<file path="src/rtl/apb_request_master_if.sv">
// apb_request_master_if: request/response handshake and APB4 completer bus
// bundled for apb_request_master. The master modport is the bridge's view;
// the slave modport is the view of the surrounding transactor and APB target.
interface apb_request_master_if #(
    parameter int unsigned ADDR_WIDTH = 32,
    parameter int unsigned DATA_WIDTH = 32
);
    localparam int unsigned STRB_WIDTH = DATA_WIDTH / 8;

    // request channel from the AXI4-Lite transactor
    logic                  req_valid;
    logic                  req_ready;
    logic                  req_write;
    logic [ADDR_WIDTH-1:0] req_addr;
    logic [2:0]            req_prot;
    logic [DATA_WIDTH-1:0] req_wdata;
    logic [STRB_WIDTH-1:0] req_wstrb;

    // completion channel back to the transactor
    logic                  rsp_valid;
    logic                  rsp_ready;
    logic                  rsp_write;
    logic [DATA_WIDTH-1:0] rsp_rdata;
    logic [1:0]            rsp_resp;

    // APB4 requester side
    logic                  psel;
    logic                  penable;
    logic                  pwrite;
    logic [ADDR_WIDTH-1:0] paddr;
    logic [2:0]            pprot;
    logic [DATA_WIDTH-1:0] pwdata;
    logic [STRB_WIDTH-1:0] pstrb;
    logic                  pready;
    logic                  pslverr;
    logic [DATA_WIDTH-1:0] prdata;

    modport master (
        input  req_valid, req_write, req_addr, req_prot, req_wdata, req_wstrb,
        output req_ready,
        output rsp_valid, rsp_write, rsp_rdata, rsp_resp,
        input  rsp_ready,
        output psel, penable, pwrite, paddr, pprot, pwdata, pstrb,
        input  pready, pslverr, prdata
    );

    modport slave (
        output req_valid, req_write, req_addr, req_prot, req_wdata, req_wstrb,
        input  req_ready,
        input  rsp_valid, rsp_write, rsp_rdata, rsp_resp,
        output rsp_ready,
        input  psel, penable, pwrite, paddr, pprot, pwdata, pstrb,
        output pready, pslverr, prdata
    );
endinterface

</file>
<file path="src/rtl/apb_request_master.sv">
// apb_request_master: turns single request/response transactions into APB4
// transfers (IDLE -> SETUP -> ACCESS -> RESP), one transfer in flight.
// All outputs are registered. Optional macro APB_TIMEOUT_EN adds an ACCESS
// wait-state limit of TIMEOUT_CYCLES that completes the transfer with SLVERR.
module apb_request_master #(
    parameter int unsigned ADDR_WIDTH     = 32,
    parameter int unsigned DATA_WIDTH     = 32,
    parameter int unsigned TIMEOUT_CYCLES = 16
) (
    input  logic                 clk,
    input  logic                 rst,
    apb_request_master_if.master bus
);
    localparam int unsigned STRB_WIDTH = DATA_WIDTH / 8;

    localparam logic [1:0] IDLE   = 2'd0;
    localparam logic [1:0] SETUP  = 2'd1;
    localparam logic [1:0] ACCESS = 2'd2;
    localparam logic [1:0] RESP   = 2'd3;

    localparam logic [1:0] RESP_OKAY   = 2'b00;
    localparam logic [1:0] RESP_SLVERR = 2'b10;

`ifdef APB_TIMEOUT_EN
    localparam int unsigned TCNT_WIDTH = $clog2(TIMEOUT_CYCLES + 1);
    logic [TCNT_WIDTH-1:0] tcnt_q, tcnt_d;
`endif

    logic [1:0]            state_q, state_d;
    logic                  req_ready_q, req_ready_d;
    logic                  rsp_valid_q, rsp_valid_d;
    logic                  rsp_write_q, rsp_write_d;
    logic [DATA_WIDTH-1:0] rsp_rdata_q, rsp_rdata_d;
    logic [1:0]            rsp_resp_q, rsp_resp_d;
    logic                  psel_q, psel_d;
    logic                  penable_q, penable_d;
    logic                  pwrite_q, pwrite_d;
    logic [ADDR_WIDTH-1:0] paddr_q, paddr_d;
    logic [2:0]            pprot_q, pprot_d;
    logic [DATA_WIDTH-1:0] pwdata_q, pwdata_d;
    logic [STRB_WIDTH-1:0] pstrb_q, pstrb_d;

    // State and registered outputs; reset aborts any transfer in flight.
    always_ff @(posedge clk or posedge rst) begin
        if (rst) begin
            state_q     <= IDLE;
            req_ready_q <= 1'b1;
            rsp_valid_q <= 1'b0;
            rsp_write_q <= 1'b0;
            rsp_rdata_q <= '0;
            rsp_resp_q  <= RESP_OKAY;
            psel_q      <= 1'b0;
            penable_q   <= 1'b0;
            pwrite_q    <= 1'b0;
            paddr_q     <= '0;
            pprot_q     <= '0;
            pwdata_q    <= '0;
            pstrb_q     <= '0;
`ifdef APB_TIMEOUT_EN
            tcnt_q      <= '0;
`endif
        end else begin
            state_q     <= state_d;
            req_ready_q <= req_ready_d;
            rsp_valid_q <= rsp_valid_d;
            rsp_write_q <= rsp_write_d;
            rsp_rdata_q <= rsp_rdata_d;
            rsp_resp_q  <= rsp_resp_d;
            psel_q      <= psel_d;
            penable_q   <= penable_d;
            pwrite_q    <= pwrite_d;
            paddr_q     <= paddr_d;
            pprot_q     <= pprot_d;
            pwdata_q    <= pwdata_d;
            pstrb_q     <= pstrb_d;
`ifdef APB_TIMEOUT_EN
            tcnt_q      <= tcnt_d;
`endif
        end
    end

    // Next state and next output values; everything holds unless a transition changes it.
    always_comb begin
        state_d     = state_q;
        req_ready_d = req_ready_q;
        rsp_valid_d = rsp_valid_q;
        rsp_write_d = rsp_write_q;
        rsp_rdata_d = rsp_rdata_q;
        rsp_resp_d  = rsp_resp_q;
        psel_d      = psel_q;
        penable_d   = penable_q;
        pwrite_d    = pwrite_q;
        paddr_d     = paddr_q;
        pprot_d     = pprot_q;
        pwdata_d    = pwdata_q;
        pstrb_d     = pstrb_q;
`ifdef APB_TIMEOUT_EN
        tcnt_d      = tcnt_q;
`endif

        case (state_q)
            IDLE: begin
                if (bus.req_valid && req_ready_q) begin
                    state_d     = SETUP;
                    req_ready_d = 1'b0;
                    psel_d      = 1'b1;
                    penable_d   = 1'b0;
                    pwrite_d    = bus.req_write;
                    paddr_d     = bus.req_addr;
                    pprot_d     = bus.req_prot;
                    // reads present zero write data and no byte lanes
                    pwdata_d    = bus.req_write ? bus.req_wdata : '0;
                    pstrb_d     = bus.req_write ? bus.req_wstrb : '0;
`ifdef APB_TIMEOUT_EN
                    tcnt_d      = '0;
`endif
                end
            end

            SETUP: begin
                state_d   = ACCESS;
                penable_d = 1'b1;
            end

            ACCESS: begin
                if (bus.pready) begin
                    state_d     = RESP;
                    psel_d      = 1'b0;
                    penable_d   = 1'b0;
                    rsp_valid_d = 1'b1;
                    rsp_write_d = pwrite_q;
                    rsp_rdata_d = pwrite_q ? '0 : bus.prdata;
                    rsp_resp_d  = bus.pslverr ? RESP_SLVERR : RESP_OKAY;
                end
`ifdef APB_TIMEOUT_EN
                else if (tcnt_q == TCNT_WIDTH'(TIMEOUT_CYCLES - 1)) begin
                    // completer never answered: give up and report SLVERR
                    state_d     = RESP;
                    psel_d      = 1'b0;
                    penable_d   = 1'b0;
                    rsp_valid_d = 1'b1;
                    rsp_write_d = pwrite_q;
                    rsp_rdata_d = '0;
                    rsp_resp_d  = RESP_SLVERR;
                end else begin
                    tcnt_d = tcnt_q + TCNT_WIDTH'(1);
                end
`endif
            end

            RESP: begin
                if (bus.rsp_ready) begin
                    state_d     = IDLE;
                    rsp_valid_d = 1'b0;
                    req_ready_d = 1'b1;
                end
            end

            default: begin
                state_d = IDLE;
            end
        endcase
    end

    // Drive the bus from the output registers.
    assign bus.req_ready = req_ready_q;
    assign bus.rsp_valid = rsp_valid_q;
    assign bus.rsp_write = rsp_write_q;
    assign bus.rsp_rdata = rsp_rdata_q;
    assign bus.rsp_resp  = rsp_resp_q;
    assign bus.psel      = psel_q;
    assign bus.penable   = penable_q;
    assign bus.pwrite    = pwrite_q;
    assign bus.paddr     = paddr_q;
    assign bus.pprot     = pprot_q;
    assign bus.pwdata    = pwdata_q;
    assign bus.pstrb     = pstrb_q;

endmodule

</file>
<file path="src/flat_wrapper.sv">
// flat-port wrapper written by rule: the top's interface ports become plain ports
module apb_request_master_flat 
#(
    parameter int unsigned ADDR_WIDTH     = 32,
    parameter int unsigned DATA_WIDTH     = 32,
    parameter int unsigned TIMEOUT_CYCLES = 16
)
  (clk, rst, bus_req_valid, bus_req_write, bus_req_addr, bus_req_prot, bus_req_wdata, bus_req_wstrb, bus_req_ready, bus_rsp_valid, bus_rsp_write, bus_rsp_rdata, bus_rsp_resp, bus_rsp_ready, bus_psel, bus_penable, bus_pwrite, bus_paddr, bus_pprot, bus_pwdata, bus_pstrb, bus_pready, bus_pslverr, bus_prdata);
  apb_request_master_if #(.ADDR_WIDTH(ADDR_WIDTH), .DATA_WIDTH(DATA_WIDTH)) bus_i ();
  input  logic clk;
  input  logic rst;
  input wire logic [$bits(bus_i.req_valid)-1:0] bus_req_valid;
  input wire logic [$bits(bus_i.req_write)-1:0] bus_req_write;
  input wire logic [$bits(bus_i.req_addr)-1:0] bus_req_addr;
  input wire logic [$bits(bus_i.req_prot)-1:0] bus_req_prot;
  input wire logic [$bits(bus_i.req_wdata)-1:0] bus_req_wdata;
  input wire logic [$bits(bus_i.req_wstrb)-1:0] bus_req_wstrb;
  output wire logic [$bits(bus_i.req_ready)-1:0] bus_req_ready;
  output wire logic [$bits(bus_i.rsp_valid)-1:0] bus_rsp_valid;
  output wire logic [$bits(bus_i.rsp_write)-1:0] bus_rsp_write;
  output wire logic [$bits(bus_i.rsp_rdata)-1:0] bus_rsp_rdata;
  output wire logic [$bits(bus_i.rsp_resp)-1:0] bus_rsp_resp;
  input wire logic [$bits(bus_i.rsp_ready)-1:0] bus_rsp_ready;
  output wire logic [$bits(bus_i.psel)-1:0] bus_psel;
  output wire logic [$bits(bus_i.penable)-1:0] bus_penable;
  output wire logic [$bits(bus_i.pwrite)-1:0] bus_pwrite;
  output wire logic [$bits(bus_i.paddr)-1:0] bus_paddr;
  output wire logic [$bits(bus_i.pprot)-1:0] bus_pprot;
  output wire logic [$bits(bus_i.pwdata)-1:0] bus_pwdata;
  output wire logic [$bits(bus_i.pstrb)-1:0] bus_pstrb;
  input wire logic [$bits(bus_i.pready)-1:0] bus_pready;
  input wire logic [$bits(bus_i.pslverr)-1:0] bus_pslverr;
  input wire logic [$bits(bus_i.prdata)-1:0] bus_prdata;
  assign bus_i.req_valid = bus_req_valid;
  assign bus_i.req_write = bus_req_write;
  assign bus_i.req_addr = bus_req_addr;
  assign bus_i.req_prot = bus_req_prot;
  assign bus_i.req_wdata = bus_req_wdata;
  assign bus_i.req_wstrb = bus_req_wstrb;
  assign bus_req_ready = bus_i.req_ready;
  assign bus_rsp_valid = bus_i.rsp_valid;
  assign bus_rsp_write = bus_i.rsp_write;
  assign bus_rsp_rdata = bus_i.rsp_rdata;
  assign bus_rsp_resp = bus_i.rsp_resp;
  assign bus_i.rsp_ready = bus_rsp_ready;
  assign bus_psel = bus_i.psel;
  assign bus_penable = bus_i.penable;
  assign bus_pwrite = bus_i.pwrite;
  assign bus_paddr = bus_i.paddr;
  assign bus_pprot = bus_i.pprot;
  assign bus_pwdata = bus_i.pwdata;
  assign bus_pstrb = bus_i.pstrb;
  assign bus_i.pready = bus_pready;
  assign bus_i.pslverr = bus_pslverr;
  assign bus_i.prdata = bus_prdata;
  apb_request_master #(.ADDR_WIDTH(ADDR_WIDTH), .DATA_WIDTH(DATA_WIDTH), .TIMEOUT_CYCLES(TIMEOUT_CYCLES)) u_core (.clk(clk), .rst(rst), .bus(bus_i));
endmodule
</file>
<file path="config.mk">
export PLATFORM = sky130hd
export DESIGN_NAME = apb_request_master_flat
export DESIGN_NICKNAME = d
export VERILOG_FILES = /design/src/rtl/apb_request_master_if.sv /design/src/rtl/apb_request_master.sv /design/src/flat_wrapper.sv
export SDC_FILE = /design/constraint.sdc
export NUM_CORES = 1
export LEC_CHECK = 0
export CAP_MARGIN = 20
export CORE_ASPECT_RATIO = 1.25
export CORE_MARGIN = 10
export CORE_UTILIZATION = 41
export CTS_CLUSTER_DIAMETER = 120
export DETAILED_ROUTE_END_ITERATION = 7
export GPL_TIMING_DRIVEN = 0
export PLACE_DENSITY_LB_ADDON = 0.3
export SLEW_MARGIN = 20
export SYNTH_ARGS = -nofsm -noshare
export SYNTH_HDL_FRONTEND = slang
export SYNTH_SLANG_ARGS = --single-unit
</file>
<file path="constraint.sdc">
create_clock -name clk -period 5.13 [get_ports clk]
set_input_delay 1.026 -clock clk [delete_from_list [all_inputs] [get_ports clk]]
set_output_delay 1.026 -clock clk [all_outputs]
set_load 0.1 [all_outputs]
</file>
==> results by stage, run 1 <==
Die:
- Pin placement for this block handled between 200 and 250 I/O pins.
- The number of placement rows is 42.
- The initial utilization of the core area, before any placement, comes to about 42%.
- The overall die width is about 110 um.
- The floorplan step defined a die boundary enclosing approximately 0.016 sq mm.
- The core region is between 0.01 and 0.015 sq mm.
- The die is 138 um tall.

Clock network:
- The TritonCTS clock tree is built.
- The clock passes through at most 2 buffers.
- The count of buffers added by post-CTS timing repair for setup is 0.
- The TritonCTS sink count is 112.
- CTS built an H-tree with a depth of 3.
- The number of buffers added by the clock tree synthesis step is 9.
- Post-CTS repair changed the size of 0 cells.
- The clock latency on the worst-skew pair is around 0.34 ns.
- The cell at the root of the clock tree is sky130_fd_sc_hd__clkbuf_16.
- The number of hold-repair buffers added at the cts stage is 0.
- Clock-pin slew was measured on the worst setup and hold paths at approximately 0.07 ns.

STA:
- Static timing analysis puts the maximum clock frequency at ~320 MHz.
- At the pin with the least slew margin, the transition time is around 1.1 ns.
- The final setup skew is between 0.009 and 0.01 ns.
- The count of endpoints failing hold in the final timing report was 0.
- The worst hold-check slack is between 0.4 and 0.5 ns.
- Setup violations remaining at the end of the flow were counted as 0.
- The worst pin sits at a relative slew slack of roughly 30%.
- Setup repair after global routing left no endpoint under its margin.
- The time the final worst path needs with I/O delays and setup is around 3.1 ns.
- The final critical path takes up around three fifths of the cycle.
- The final max-slew violation count is 0.

Worst setup path:
- For this design, the slowest cell found on the critical path is sky130_fd_sc_hd__clkdlybuf4s50_1.
- The type of the setup path with the least slack is register to primary output.
- The largest fanout on the critical path is 6.
- The sum of buffers and inverters on the critical path is 1.
- In this design, the stage delay of the slowest critical-path cell is 1.16 ns.
- The critical path arrival is ~2.1 ns.
- The sort of element at the start of the critical path is a register.
- In this run the number of cells on the critical path is 1.
- The worst setup path is captured at a primary output.
- Traced cell by cell, the critical path runs through clkdlybuf4s50_1.
- At the worst endpoint, the required time is around 4 ns.
- The dominant delay contributor by cell family on the critical path is buffers and inverters.
- The worst reg-to-reg path cell count is 7.

Logic synthesis:
- Synthesis handed over a netlist of 414 instances.
- The largest area contributor in the netlist is sky130_fd_sc_hd__dfrtp_1.
- By count the netlist is led by sky130_fd_sc_hd__dfrtp_1 (111), sky130_fd_sc_hd__nand2_1 (106), sky130_fd_sc_hd__o21ai_0 (71).
- The most used standard cell by instance count after synthesis is sky130_fd_sc_hd__dfrtp_1.
- Yosys attributes the largest share of cell area to sky130_fd_sc_hd__dfrtp_1 (61%), sky130_fd_sc_hd__mux2_2 (9.4%), sky130_fd_sc_hd__nand2_1 (8.8%), sky130_fd_sc_hd__o21ai_0 (7.8%), sky130_fd_sc_hd__nand2b_1 (4.4%).
- In this run, distinct cell masters in the synthesized netlist total 24.
- Synthesis inferred 112 register bits.
- The share of the Yosys chip area taken by registers is 61.7%.
- The yosys synthesis warning count is 0.
- Summed over its instances, the top area cell type makes up roughly three fifths of the synthesized netlist area.
- Of all flip-flops after synthesis, the portion carrying an async set or reset was between 90% and 100%.
- The netlist area before placement is between 0.004 and 0.005 sq mm.
- Each instance of the synthesized netlist takes up on average 11.0 sq um.
- Yosys mapped a number of flops with a built-in enable equal to 0.
- The net count after synthesis is approximately 530.
- The most used flip-flop cell after synthesis is sky130_fd_sc_hd__dfrtp_1.

Drt:
- The total iterations of the first detailed-routing run is 4.
- The number of DRC markers after the initial detailed-route iteration is 140.
- The average vias per placed instance is roughly 4.8.
- The post-route DRC violation count is 0.
- Dividing the detail-routed wire length by the instance count gives between 15 and 20 um.
- The number of routed nets with antenna violations is 0.
- The routed layout has 3780 vias.
- The total routed wirelength is roughly 14000 um.

Placement:
- The number of buffers inserted by port buffering is 218.
- The sum of net half-perimeters after detailed placement is between 10000 and 15000 um.
- Once placement finished, the instance area stood at between 0.006 and 0.007 sq mm.
- Routability-driven placement finished with a final weighted congestion of about 0.82.

Finish:
- In the final layout, the share of cells above drive strength 1 is 10.8%.
- The area growth from synthesis to layout is 59.0%.
- The number of fill cells is 850.
- The number of antenna diodes in the final layout is 0.
- At the end of the flow, the number of nets in the layout was about 760.
- The finished cells cover ~0.0072 sq mm.

GRT:
- The maximum number of pins on one net before global-route repair is between 60 and 70.
- The global-route usage over all layers is around 17%.
- The leftover overflow at the end of global routing is 0.
- The number of global-route vias before repair is about 4.0k.
- The first-pass GRT wire length is 21200 um.
- The initial antenna violation count is 0.

Status:
- The flow ran to the end, and the final reports show no timing, DRC or antenna violations.

Worst hold path:
- The worst hold path depth is 2.
- The worst hold path belongs to the class register to register.

Run:
- The reported max-cap violation count is 0.
==> path summary, 6_finish.rpt <==
check                                     start                    end  slack, ns
max                        u_core.bus.req_ready          bus_req_ready       2.02
min                         u_core.bus.pstrb[2]    u_core.bus.pstrb[2]       0.48
max reg2reg                   u_core.state_q[0]  u_core.bus.pwdata[10]       3.16
min reg2reg                 u_core.bus.pstrb[2]    u_core.bus.pstrb[2]       0.48
max in group asynchronous                   rst   u_core.bus.req_ready       3.34
min in group asynchronous                   rst    u_core.bus.paddr[7]       1.08
==> placed cells by master, fill, tap and decap left out, types with 2 or more instances in the layout <==
master and n:
sky130_fd_sc_hd__buf_1 2, sky130_fd_sc_hd__buf_2 11, sky130_fd_sc_hd__clkbuf_1 13, sky130_fd_sc_hd__clkbuf_16 9, sky130_fd_sc_hd__clkdlybuf4s50_1 218, sky130_fd_sc_hd__clkinv_2 2, sky130_fd_sc_hd__dfrtp_1 111, sky130_fd_sc_hd__ha_1 7
sky130_fd_sc_hd__inv_1 3, sky130_fd_sc_hd__mux2_1 2, sky130_fd_sc_hd__mux2_2 38, sky130_fd_sc_hd__mux2i_1 3, sky130_fd_sc_hd__nand2_1 106, sky130_fd_sc_hd__nand2b_1 32, sky130_fd_sc_hd__nor2b_1 4, sky130_fd_sc_hd__o21ai_0 71
==> routing by layer <==
metal / wire length, um / GRT usage (%)
met3: 1270 / 6.79
met2: 7470 / 30.8
met4: 154 / 4.67
met5: 0 / 0
met1: 5260 / 18.2
==> flip-flops by register name, indices dropped and copies added (netlist names), 2 cells and up <==
signal                count
u_core.bus.pstrb          4
u_core.bus.paddr         32
u_core.state_q            2
u_core.bus.pwdata        32
u_core.bus.rsp_rdata     32
u_core.bus.pprot          3
==> kinds of logic (layout without fill, tap and decap cells) <==
logic type / Yosys count / after routing / synth area share (%)
AND/OR/NAND/NOR: 146 / 146 / 14.3
flip-flops: 112 / 112 / 61.7
buffers and inverters: 30 / 265 / 2.86
multiplexers: 43 / 43 / 10.6
AO/OA/AOI/OAI: 75 / 75 / 8.48
adder cells (fa/ha/maj): 7 / 7 / 1.93
other: 1 / 1 / 0.0825
==> through the flow <==
step	std cells	TNS [ns]	worst slack, ns	util, %
floorplan	414	0	1.15	-
CTS	781	0	1.99	67.4
finish	781	0	2.02	67.4
global route	781	0	1.96	67.4
detailed placement	765	0	2.38	64.6
global placement	764	-43.68	-0.402	64.3
==> layout make-up <==
class	instances	area [sq um]	area share, %
Buffer	26	115	1.59
Clock buffer	11	243	3.36
Clock inverter	5	56.3	0.780
Inverter	4	20.0	0.277
Multi-Input combinational cell	272	1610	22.3
Sequential cell	112	2800	38.8
Tap cell	132	165	2.29
Timing Repair Buffer	219	2210	30.6
Power of run 1 is not shown: default switching activity piles up to over one toggle a cycle in this logic, so the estimate is an artifact.
==> run 2: changes to the inputs <==
--- a/config.mk
+++ b/config.mk
@@ -8,7 +8,7 @@
 export CAP_MARGIN = 20
 export CORE_ASPECT_RATIO = 1.25
 export CORE_MARGIN = 10
-export CORE_UTILIZATION = 41
+export CORE_UTILIZATION = 37
 export CTS_CLUSTER_DIAMETER = 120
 export DETAILED_ROUTE_END_ITERATION = 7
 export GPL_TIMING_DRIVEN = 0
==> constraint.sdc (replaced) <==
create_clock -name clk -period 2.6 [get_ports clk]
set_input_delay 0.52 -clock clk [delete_from_list [all_inputs] [get_ports clk]]
set_output_delay 0.52 -clock clk [all_outputs]
set_load 0.1 [all_outputs]
==> results by stage, run 2 (synthesis results as in run 1) <==
Clock network:
- The cell sitting at the root of the clock tree is a sky130_fd_sc_hd__clkbuf_16.
- The post-cts repair resize count is 1.
- TritonCTS built the clock tree.
- The TritonCTS sink count is 112.
- The H-tree depth reported by CTS is 3.
- The longest clock path from root to sink contains 2 buffers.
- After clock tree synthesis, the setup repair step added 0 buffers.
- The clock transition time at the flip-flop clock pins of the worst setup and hold paths is ~0.070 ns.
- The number of buffers added by the clock tree synthesis step is 9.
- The clock latency on the worst-skew pair is 0.35 ns.
- After clock tree synthesis, the flow added hold-fix buffers numbering 0.

Worst setup path:
- The dominant delay contributor by cell family on the critical path is buffers and inverters.
- In this run the worst path has a maximum fanout of 8.
- The worst setup path is captured at a primary output.
- The startpoint identified for the worst register-to-register timing path is u_core.state_q[0].
- Tracing the worst setup path back leads to its startpoint at u_core.bus.pwrite.
- The type of the setup path with the least slack is register to primary output.
- The sum of buffers and inverters on the critical path is 1.
- The largest individual stage delay along the critical path comes from the cell sky130_fd_sc_hd__clkdlybuf4s50_1.
- The largest single stage delay on the critical path is between 1 and 1.5 ns.
- STA classifies the critical path startpoint as a register.
- The critical path goes through clkdlybuf4s50_1.
- The flop-to-flop setup slack is ~0.70 ns.
- The critical path data required time is 2.08 ns.
- The count of cell instances traversed by the critical path is 1.
- The endpoint of the lowest-slack register-to-register path is u_core.bus.pwdata[19].
- Measured in cells, the most critical reg-to-reg path has a length of 7.
- Data on the critical path arrives at its endpoint at 1.98 ns.
- In this run the worst setup path terminates at bus_pwrite.

Placement:
- The sum of net half-perimeters after detailed placement is around 11000 um.
- The number of buffers inserted by port buffering is 218.
- Routability-driven placement finished with a final weighted congestion of between 0.7 and 0.8.

Run:
- The reported max-cap violation count is 0.

Finish:
- In the layout the commonest cells are sky130_fd_sc_hd__clkdlybuf4s50_1 (217), sky130_fd_sc_hd__dfrtp_1 (111), sky130_fd_sc_hd__nand2_1 (106).
- From synthesis to final layout, the design area changed by 60.4%.
- The final layout contains 763 nets.
- Cells fill 60.2% of the core in the end.
- The ratio of cells with drive above 1 in the final layout is 11.2%.
- Leaving out fill and tap cells, the most frequent cell in the layout is sky130_fd_sc_hd__clkdlybuf4s50_1.

GRT:
- Entering global routing, the biggest net connects 35 pins.
- The first-pass GRT wire length is approximately 22000 um.
- The leftover overflow at the end of global routing is 0.
- The global-route usage over all layers is about 16%.
- The initial antenna violation count is 1.
- The number of global-route vias before repair is between 4k and 5k.

Drt:
- The total iterations of the first detailed-routing run is 4.
- The number of routed nets with antenna violations is 0.
- The detailed router finished its first iteration with ~160 violations.
- The average wire per standard cell is ~17 um.
- For this run, design rule violations remaining after detail routing come to 0.
- After detailed routing, the number of vias per cell comes to 4.59.
- Wires add up to roughly 14000 um.
- The routed layout has about 3.7k vias.

STA:
- The count of endpoints failing hold in the final timing report is 0.
- Setup violations remaining at the end of the flow were counted as 0.
- Timing would allow up to ~400 MHz.
- For the pin with the worst max-slew slack, the measured transition is roughly 1.1 ns.
- Setup repair after global routing left no endpoint under its margin.
- The setup total negative slack is 0 ns.
- The share of the cycle needed by the critical path after routing is approximately 96%.
- The smallest clock period supported by the final layout is computed as around 2.5 ns.
- The final max-slew violation count is 0.
- Measured against its own limit, the worst slew margin works out to between 20 and 30%.
- Across the routed clock network, the largest skew measured is approximately 0.011 ns.

Die:
- From left edge to right edge, the die measures 119 um.
- The die covers 0.0171 sq mm.
- During I/O placement, the number of pins put on the boundary was approximately 220.
- The floorplan step defined a core boundary enclosing between 0.01 and 0.015 sq mm.
- The number of placement rows is between 40 and 50.
- The die is between 100 and 150 um tall.
- The initial core utilization is between 30% and 40%.

Worst hold path:
- The type of the tightest min-delay check is register to register.

Status:
- The run finished with clean final reports.
## run 2: cell count changes in the layout (fill, tap and decap cells not counted)
cell and change:
sky130_fd_sc_hd__bufinv_16 -1, sky130_fd_sc_hd__buf_16 -1, sky130_fd_sc_hd__dlygate4sd2_1 +1, sky130_fd_sc_hd__inv_6 +1, sky130_fd_sc_hd__diode_2 +1, sky130_fd_sc_hd__clkinv_2 -1, sky130_fd_sc_hd__buf_12 +3, sky130_fd_sc_hd__clkbuf_8 +1
sky130_fd_sc_hd__clkbuf_1 -1, sky130_fd_sc_hd__clkdlybuf4s50_1 -1, sky130_fd_sc_hd__clkinvlp_4 +1
## run 2: cell type report
class                   instances  area, sq um
fillers                      1035         4820
flip-flops and latches        112         2800
repair buffers                221         2240
multi-input cells             272         1610
clock buffers                  11          253
well taps                     164          205
plain buffers                  26          115
clock inverters                 5         38.8
inverters                       4         18.8
diodes                          1         2.50
## run 2: how the worst min path moves through the flow
stage / from / end / slack, ns / depth (start not counted)
after floorplan: u_core.state_q[1] / u_core.state_q[1] / 0.58 / 1
after global routing: u_core.bus.pwdata[27] / u_core.bus.pwdata[27] / 0.51 / 2
after global placement: u_core.bus.pwdata[27] / u_core.bus.pwdata[27] / 0.46 / 2
final: u_core.bus.pstrb[2] / u_core.bus.pstrb[2] / 0.48 / 2
after detailed placement: u_core.bus.pwdata[4] / u_core.bus.pwdata[4] / 0.47 / 2
after CTS: u_core.bus.pstrb[2] / u_core.bus.pstrb[2] / 0.48 / 2
## run 2: tightest hold or removal path, cell delays in order (launching register included)
cell and delay [ns]:
sky130_fd_sc_hd__dfrtp_1 0.34, sky130_fd_sc_hd__nand2_1 0.05, sky130_fd_sc_hd__o21ai_0 0.06
## run 2: metrics by stage
step	worst slack, ns	hold slack [ns]	cell area, sq um	cells
floorplan	0.723	0.583	4550	414
global placement	-0.352	0.461	6930	796
detailed placement	0.357	0.469	6990	799
CTS	0.0728	0.485	7280	815
global route	0.0314	0.511	7280	815
finish	0.0990	0.476	7290	816
## run 2: metal layers
layer | track usage (%) | part of all wire [%]
met5 | 0 | 0
met4 | 5.09 | 1.3
met3 | 7.06 | 9.9
met2 | 27.5 | 50
met1 | 17.4 | 39
Power of run 2 is left out for the same reason.
==> run 3: changes to the inputs <==
--- a/config.mk
+++ b/config.mk
@@ -12,7 +12,7 @@
 export CTS_CLUSTER_DIAMETER = 120
 export DETAILED_ROUTE_END_ITERATION = 7
 export GPL_TIMING_DRIVEN = 0
-export PLACE_DENSITY_LB_ADDON = 0.3
+export PLACE_DENSITY = 0.77
 export SLEW_MARGIN = 20
 export SYNTH_ARGS = -nofsm -noshare
 export SYNTH_HDL_FRONTEND = slang
==> results by stage, run 3 (synthesis results as in run 1) <==
Status:
- The flow ran to the end, and the final reports show no timing, DRC or antenna violations.

Drt:
- The routed design has between 10000 and 15000 um of wire.
- The average vias per placed instance is ~4.6.
- In the final routed layout, each cell accounts on average for ~17 um.
- The number of routed nets with antenna violations is 0.
- The post-route DRC violation count is 0.
- The number of DRC markers after the initial detailed-route iteration is 128.
- The via count is approximately 3.8k.
- The total iterations of the first detailed-routing run is 4.

Finish:
- The filler cells instantiated in the layout total just over 1k.
- In the layout the commonest cells are sky130_fd_sc_hd__clkdlybuf4s50_1 (217), sky130_fd_sc_hd__dfrtp_1 (111), sky130_fd_sc_hd__nand2_1 (106).
- The footprint of the multi-input gates is between 0.0015 and 0.002 sq mm.
- The count of inserted antenna diode cells is 0.
- Summing all flip-flop and latch instances after layout gives ~0.0028 sq mm.
- In the final design database the tool counted approximately 760 nets.
- The library cell used most frequently in the layout, excluding fill and tap cells, is sky130_fd_sc_hd__clkdlybuf4s50_1.
- The ratio of cells with drive above 1 in the final layout is 10.9%.
- The finished cells cover 0.00728 sq mm.
- The synthesis-to-finish area growth is 60.3%.

Worst setup path:
- For flop-to-flop paths, the worst setup slack is between 0.6 and 0.7 ns.
- Of all nets on the critical path, the largest fanout is 8.
- The setup path with the least slack is of type register to primary output.
- For the worst setup path, the data arrival time is 1.99 ns.
- In this run the critical register-to-register path is launched from u_core.state_q[0].
- For this run, the slowest stage of the critical path takes 1.19 ns.
- STA classifies the critical path endpoint as a primary output.
- The most critical setup path has its startpoint at u_core.bus.pwrite.
- The cell at the slowest stage of the critical path is sky130_fd_sc_hd__clkdlybuf4s50_1.
- Traced cell by cell, the critical path runs through clkdlybuf4s50_1.
- The critical path data required time is roughly 2.1 ns.
- The dominant delay contributor by cell family on the critical path is buffers and inverters.
- The sort of element at the start of the critical path is a register.
- The sum of buffers and inverters on the critical path is 1.

STA:
- The highest clock rate is between 300 and 400 MHz.
- The transition at the pin with the smallest max-transition slack is between 1 and 1.5 ns.
- After routing, the total negative slack on setup checks comes to 0 ns.
- After layout, the minimum clock period comes to around 2.5 ns.
- The share of the cycle needed by the critical path after routing is 96.4%.
- Setup repair after global routing left no endpoint under its margin.
- The count of endpoints failing hold in the final timing report is 0.
- Hold timing on the final database bottoms out at a slack of roughly 0.48 ns.
- The final worst-path setup slack is between 0.09 and 0.1 ns.
- Setup violations remaining at the end of the flow were counted as 0.
- Between clock sinks in the finished design, the worst skew comes to just under 0.007 ns.
- The worst max-slew margin expressed relative to the limit is about 29%.
- The final max-slew violation count is 0.

Placement:
- The number of buffers inserted by port buffering is ~220.
- The final estimated routing congestion in global placement is roughly 0.8.
- Once placement finished, the instance area stood at ~0.007 sq mm.
- The wire-length estimate of the detail-placed layout is between 10000 and 15000 um.
- Timing analysis after detailed placement gives a worst setup slack of 0.326 ns.

Die:
- The initial utilization of the core area, before any placement, comes to 37.5%.
- The core region area is 0.0121 sq mm.
- The die covers 0.0171 sq mm.
- The die is ~120 um wide.
- The number of top-level pins is between 200 and 250.
- The y dimension of the die is roughly 140 um.
- The number of placement rows is 45.

Clock network:
- The clock latency on the worst-skew pair is 0.34 ns.
- The TritonCTS sink count is between 100 and 150.
- The clock transition time at the flip-flop clock pins of the worst setup and hold paths is ~0.070 ns.
- TritonCTS built the clock tree.
- The number of buffers on the longest clock path is 2.
- The number of hold-repair buffers added at the cts stage is 0.
- The H-tree depth reported by CTS is 3.
- CTS placed an instance of sky130_fd_sc_hd__clkbuf_16 at the clock tree root.
- Buffers inserted during clock tree synthesis total 9.

GRT:
- The number of global-route vias before repair is around 4k.
- The leftover overflow at the end of global routing is 0.
- Entering global routing, the biggest net connects 35 pins.
- The global-route usage over all layers is approximately 16%.
- The first global-routing pass estimated approximately 22000 um of wire.
- The initial antenna violation count is 1.

Worst hold path:
- The source of the worst hold timing path is u_core.bus.rsp_rdata[12].
- The type of the tightest min-delay check is register to register.

Run:
- The reported max-cap violation count is 0.
## run 3: routing by layer
metal	vias up	track usage (%)	share of wire (%)
met1	1785	17.6	40
li1	1818	-	-
met4	2	4.64	1.0
met2	134	27.6	50
met5	-	0	0.057
met3	12	5.93	8.7
## run 3: worst paths after layout
kind                                       endpoint  cells after the start
min in group asynchronous       u_core.bus.paddr[6]                      2
hold reg to reg            u_core.bus.rsp_rdata[12]                      2
max in group asynchronous      u_core.bus.req_ready                      4
setup reg to reg              u_core.bus.pwdata[12]                      7
hold / removal             u_core.bus.rsp_rdata[12]                      2
setup / recovery                         bus_pwrite                      1
## run 3: layout make-up
class / count / area share [%]
buffer: 26 / 1.58
inverter: 4 / 0.258
clock buffer: 11 / 3.20
sequential: 112 / 38.5
tap: 164 / 2.82
clock inverter: 5 / 0.790
timing repair buffer: 221 / 30.8
multi-input combinational: 272 / 22.1
## run 3: what timing repair did
item / 4_1_cts / 5_1_grt
endpoints found under the setup margin: 1 / 0
setup buffers: 0 / 0
resized for setup: 1 / 0
## run 3: stage by stage
step | std cells | util, %
after global routing | 815 | 60.2
after floorplan | 414 | -
after global placement | 796 | 57.3
after detailed placement | 799 | 57.8
final | 815 | 60.2
after CTS | 815 | 60.2
Power of run 3 is left out for the same reason.
